[src/rtl/tff_bank_ctrl.sv]
// Sequencer driving an external bank of toggle flip-flops as a clearable,
// loadable up/down counter that stops at a programmable limit.
module tff_bank_ctrl #(
   parameter int unsigned WIDTH = 8
) (
   input  logic             clk,
   input  logic             r,
   input  logic             cmd_valid,
   input  logic [1:0]       cmd_op,
   input  logic [WIDTH-1:0] cmd_data,
   output logic             cmd_ready,
   input  logic             up,
   input  logic [WIDTH-1:0] limit,
   input  logic [WIDTH-1:0] q_in,
   output logic [WIDTH-1:0] t_out,
   output logic             tff_clr,
   output logic             busy,
   output logic             tc
);

   typedef enum logic [1:0] {IDLE, CLEAR, LOAD, RUN} state_e;
   typedef enum logic [1:0] {OP_CLEAR, OP_LOAD, OP_RUN, OP_STOP} op_e;

   state_e           state_q, state_d;
   logic [WIDTH-1:0] data_q, data_d;
   logic             clr_q;
   logic [WIDTH-1:0] inc_t, dec_t;
   logic             accept;

   // Ripple-carry toggle enables: bit i flips when all lower bits are 1 (up) or 0 (down)
   always_comb begin
      logic up_c, dn_c;
      up_c = 1'b1;
      dn_c = 1'b1;
      for (int unsigned i = 0; i < WIDTH; i++) begin
         inc_t[i] = up_c;
         dec_t[i] = dn_c;
         up_c     = up_c & q_in[i];
         dn_c     = dn_c & ~q_in[i];
      end
   end

   assign cmd_ready = r & ((state_q == IDLE) | (state_q == RUN));
   assign accept    = cmd_valid & cmd_ready;
   assign busy      = (state_q != IDLE);
   assign tff_clr   = clr_q;

   always_comb begin
      state_d = state_q;
      data_d  = data_q;
      t_out   = '0;
      tc      = 1'b0;
      case (state_q)
         IDLE: begin
            if (accept) begin
               case (cmd_op)
                  OP_CLEAR: state_d = CLEAR;
                  OP_LOAD: begin
                     data_d  = cmd_data;
                     state_d = LOAD;
                  end
                  OP_RUN:  state_d = RUN;
                  default: state_d = IDLE;
               endcase
            end
         end
         CLEAR: state_d = IDLE;
         LOAD: begin
            t_out   = q_in ^ data_q;
            state_d = IDLE;
         end
         RUN: begin
            if (q_in == limit) begin
               tc      = 1'b1;
               state_d = (accept && cmd_op == OP_CLEAR) ? CLEAR : IDLE;
            end else if (accept && cmd_op == OP_STOP) begin
               state_d = IDLE;
            end else begin
               t_out = up ? inc_t : dec_t;
               if (accept && cmd_op == OP_CLEAR) state_d = CLEAR;
            end
         end
         default: state_d = IDLE;
      endcase
   end

   always_ff @(posedge clk or negedge r) begin
      if (!r) begin
         state_q <= IDLE;
         data_q  <= '0;
         clr_q   <= 1'b1;
      end else begin
         state_q <= state_d;
         data_q  <= data_d;
         clr_q   <= (state_d == CLEAR);
      end
   end

endmodule

[config.mk]
export PLATFORM = sky130hd
export DESIGN_NAME = tff_bank_ctrl
export DESIGN_NICKNAME = d
export VERILOG_FILES = /design/src/rtl/tff_bank_ctrl.sv
export SDC_FILE = /design/constraint.sdc
export NUM_CORES = 1
export LEC_CHECK = 0
export CAP_MARGIN = 20
export CORE_ASPECT_RATIO = 2
export CORE_MARGIN = 1.5
export CORE_UTILIZATION = 34
export DETAILED_ROUTE_END_ITERATION = 8
export PLACE_DENSITY = 0.63
export RECOVER_POWER = 50
export SYNTH_ARGS = -nofsm -noshare
export SYNTH_HDL_FRONTEND = slang
export SYNTH_SLANG_ARGS = --single-unit
[constraint.sdc]
create_clock -name clk -period 5.6 [get_ports clk]
set_input_delay 1.12 -clock clk [delete_from_list [all_inputs] [get_ports clk]]
set_output_delay 1.12 -clock clk [all_outputs]
set_load 0.02 [all_outputs]
Word-level counts from Yosys, hierarchy flattened
Cells that the tools add are included.
{ "classes": {"n_addsub": 0, "multipliers": 0, "div": 0, "n_lt_le_gt_ge": 0, "eq_ne": 8, "shift": 0, "n_mux": 13, "bitwise": 23, "n_reduce_logical": 7} }
{ "ops": {"columns": ["cell", "count"], "rows": [
  ["8-bit 2-to-1 mux", 3],
  ["8-bit case mux with 2 select lines", 1],
  ["1-bit bitwise AND", 14],
  ["2-bit case mux with 3 select lines", 2],
  ["2-bit equality test (second input constant)", 4],
  ["8-bit equality test", 1],
  ["2-bit 2-to-1 mux", 4],
  ["8-bit bitwise XOR", 1],
  ["1-bit NOT", 7],
  ["2-bit by 1-bit equality test with 1-bit output (second input constant)", 3],
  ["2-bit logical NOT", 2],
  ["1-bit 2-to-1 mux", 3],
  ["3-bit AND reduction", 1],
  ["1-bit logical AND", 2],
  ["2-bit nonzero test", 1],
  ["2-bit OR reduction", 1],
  ["1-bit bitwise OR", 1]
]} }
{ "word_totals": {"regBits": 11, "latch_bits": 0, "ram_bits": 0, "romBits": 0, "input_bits": 30, "out_inout_bits": 12, "mem_count": 0} }

Depth between registers and ports, before layout
{ "logic_depth": {"depth_word": 11, "depth_mapped": 7} }

Least setup slack after synthesis
Ideal clock, no wire load.
{ "synth_timing": {"path_type": "input -> output", "from": "in q_in[0]", "to": "out t_out[7]", "arrival_ns": 2.331, "required_time_ns": 4.480, "slack_ns": 2.149, "path_stages": 4, "cell_sequence": "buf_6 or4_4 o41ai_4 a32o_1"} }
{ "synth_between": {"elab_chain_cells": 11, "elab_cells_between_ends": 18, "cone_classes": "1 x eq/ne; 4 x mux; 13 x bitwise"} }
{ "synth_rtl": {"columns": ["element", "line", "source"], "rows": [
  ["start, declared", "14", "input logic [WIDTH-1:0] q_in,"],
  ["1-bit NOT", "39", "dn_c = dn_c & ~q_in[i];"],
  ["1-bit bitwise AND (6 in a row)", "39", null],
  ["8-bit 2-to-1 mux", "79", "t_out = up ? inc_t : dec_t;"],
  ["8-bit 2-to-1 mux", "76", "end else if (accept && cmd_op == OP_STOP) begin"],
  ["8-bit 2-to-1 mux *", "73", "if (q_in == limit) begin"],
  ["8-bit case mux with 2 select lines *", "53", "case (state_q)"],
  ["end, declared", "15", "output logic [WIDTH-1:0] t_out,"]
]} }
Mark *: on every way between the ends. The rest lies on a longest branch, timed or not.

Final worst setup path
{ "layout_timing": {"from": "in r", "to": "out t_out[7]"} }
{ "layout_between": {"elab_chain_cells": 6} }
{ "layout_rtl": {"columns": ["element", "line", "source"], "rows": [
  ["start, declared", "7", "input logic r,"],
  ["1-bit bitwise AND", "43", "assign cmd_ready = r & ((state_q == IDLE) | (state_q == RUN));"],
  ["1-bit bitwise AND", "44", "assign accept = cmd_valid & cmd_ready;"],
  ["1-bit logical AND", "76", null],
  ["8-bit 2-to-1 mux", "76", null],
  ["8-bit 2-to-1 mux", "73", null],
  ["8-bit case mux with 2 select lines", "53", null]
]} }
No other way between the ends.

==> results.md <==
- Post-placement cell area: 0.001433 sq mm
- GPL Wtd Cong: 0.7821
- Fill count: 276
- Top-area cell type share of the netlist area: 0.2481
- Row count: 27
- Cells on Worst Hold Path: 1
- Top_reg_cell synth: dfrtp_1
- IO Count: 42
- Switching Power: 0.0001758 W
- Maximum number of pins on one net before global-route repair: 14
- Slew headroom: 0.5615
- Clock buffer count from CTS: 3
- Clk sinks: 11
- CTS resizes: 0
- CTS root buf: clkbuf_8
- Sw frac: 0.3690
- Synthesized area: 0.001008 sq mm
- Post-route clock period utilization: 0.8607
- Worst VDD drop: 0.1990 mV
- Yosys reg bits: 11
- Worst-Margin Slew: 657.7 ps
- Top delay family on crit path: buffers and inverters
- Total core area: 0.002770 sq mm
- Most frequent cells after synthesis: 10 x dfrtp_1, 10 x xnor2_1, 9 x mux2_2
- Initial antenna violation count: 0
- Final slew viol count: 0
- Comb power frac: 0.528
- Min-delay worst type: flop to flop
- I/O Buffers: 41
- Post-DRT Antenna Nets: 0
- Post-synth cell types: 35
- Area growth from synthesis to layout: 46.15%
- Iteration count of the initial detailed-routing pass: 4
- Post-DR wirelength/cell: 15.83 microns
- Maximum clock path buffer count: 2
- Clock Latency Late Sink: 240 ps
- Final Setup Violations: 0
- Final Critical Period: 4820 ps
- Synth Instances: 103
- Final WL: 2.739 mm
- EDFF count, synth: 0
- GR Overflow Total: 0
- Gr usage total: 0.1759
- Nets@finish: 183
- Arrival time at the worst endpoint: 3700 ps
- Static leakage: 0.6289 nW
- CP max stage cell: clkdlybuf4s50_1
- Fmax: 207.5 MHz
- Synth Area per Inst: 9.791 sq um
- Ys Warns: 0
- Reg clk slew, reported paths: 50 ps
- Synth area leaders: dfrtp_1 25%, mux2_2 10%, ha_1 9.9%, xnor2_1 8.7%, xor2_1 6.9%
- CTS tree: built
- Register area share after synthesis: 0.2742
- Hold_buf cts: 0
- Mean number of vias per cell: 5.393
- Setup crit start kind: primary input
- Post-detail-place hpwl: 2.288 mm
- Critical path fanouts, max: 13
- Die ar.: 0.003322 sq mm
- Status: completed
- Worst setup EP type: output port
- Initial core utilization: 0.3640
- Clock power share: 0.168
- H-tree levels: 1
- First-pass GRT wire length: 4.388 mm
- Vias in the first global route: 986
- Max_cap viols: 0
- RSZ-0062 raised after global routing: false
- Async S/R FF share, synth: 1.000
- Die Wd: 41.51 microns
- Final instance area: 0.001474 sq mm
- Post-route setup TNS: 0 ps
- Slowest stage delay, CP: 610 ps
- Int Pwr: 0.0003007 W
- Yosys top cell by area: dfrtp_1
- Worst path cell trace: dlygate4sd3_1 > clkbuf_1 > and3b_1 > a21o_1 > nor2_2 > a32o_1 > clkdlybuf4s50_1
- Worst Skew: 2.808 ps
- CP Data Required Time: 4480 ps
- DRC: 0
- Syn nets: 141
- Final Hold Fails: 0
- Sequential share of power: 0.304
- Die Ht: 80.02 microns
- Crit path kind: primary input to output port
- WP depth: 7
- Vias post-DR: 933
- Initial drt markers: 18
- Pwr dens: 323.3 mW/mm^2
- Buffers & Inverters on Critical Path: 3
- Post-CTS setup buffer count: 0
- Diode count: 0
- Layout cells sized above 1: 0.1319
- Reg2reg path depth: 5
cells by family (layout without fill, tap and decap cells):
group	count (synthesis)	count (layout)	share of synthesized area
AND/OR/NAND/NOR	25	25	0.1415
AO/OA/AOI/OAI	21	21	0.1762
XOR/XNOR	18	18	0.1563
flip-flops	11	11	0.2742
buffers and inverters	11	52	0.05210
multiplexers	9	9	0.1005
adder cells (fa/ha/maj)	8	8	0.09926
area by class of cell:
cell class / count / area, sq um / share of cell area
flip-flops and latches: 11 / 276.5 / 0.1876
well taps: 29 / 36.28 / 0.02462
multi-input cells: 81 / 679.4 / 0.4610
repair buffers: 42 / 414.1 / 0.2810
clock buffers: 4 / 45.04 / 0.03056
inverters: 6 / 22.52 / 0.01528
sequential cells by signal, summed over array words and instances (netlist names):
name / cells
tff_clr: 1
data_q: 8
state_q: 2
final timing paths:
path,slack [ps],end,from
worst max-delay path,780,t_out[7],r
worst min-delay path,520,data_q[2],data_q[2]
worst max register to register,3560,data_q[0],state_q[0]
worst min register to register,520,data_q[2],data_q[2]
max in group asynchronous,3760,data_q[3],r
min in group asynchronous,1420,state_q[1],r
power by group through the flow:
stage | Clock (W) | Combinational (W) | Sequential [W]
floorplan | 0 | 0.000159 | 0.000144
CTS | 0.0000828 | 0.000257 | 0.000146
finish | 0.0000800 | 0.000251 | 0.000145
global route | 0.0000880 | 0.000275 | 0.000150
global placement | 0 | 0.000252 | 0.000145
detailed placement | 0 | 0.000256 | 0.000147
worst register-to-register path: cells and delay by family, from the launching register on:
kind	cells	cell delay [ps]
simple gates	2	690
fa+ha+maj	1	310
buf+inv	1	110
flops	1	420
mux	1	380
stage by stage:
stage               total power (W)  cells  utilization  hold WS [ps]  setup WS [ps]
floorplan                 0.0003029    103            -         500.7           2149
global placement          0.0003972    169       0.5172         510.1           1140
detailed placement        0.0004030    169       0.5172         516.7           1095
CTS                       0.0004853    173       0.5334         528.0           1090
global route              0.0005126    173       0.5321         544.1          556.1
finish                    0.0004765    173       0.5321         522.7          780.2
layout by cell type, fill, tap and decap left out, types with 2 or more instances in the layout:
cell	instances
a21o_1	2
a22o_1	6
a31oi_1	2
clkbuf_1	2
clkbuf_8	3
clkdlybuf4s50_1	39
dfrtp_1	10
dlygate4sd3_1	2
ha_1	8
inv_1	6
mux2_2	9
nand2_1	7
nand3_1	2
nand4_1	3
nor2_1	2
nor3_1	2
o21ai_0	4
xnor2_1	10
xor2_1	8
layer usage:
metal,part of all wire,track usage,up-vias
li1,-,-,451
met2,0.58,0.3547,44
met3,0.060,0.02715,5
met4,0.024,0.09677,0
met1,0.34,0.1558,433
met5,0,0,-
Note: power is estimated with default switching activity, not from simulation.
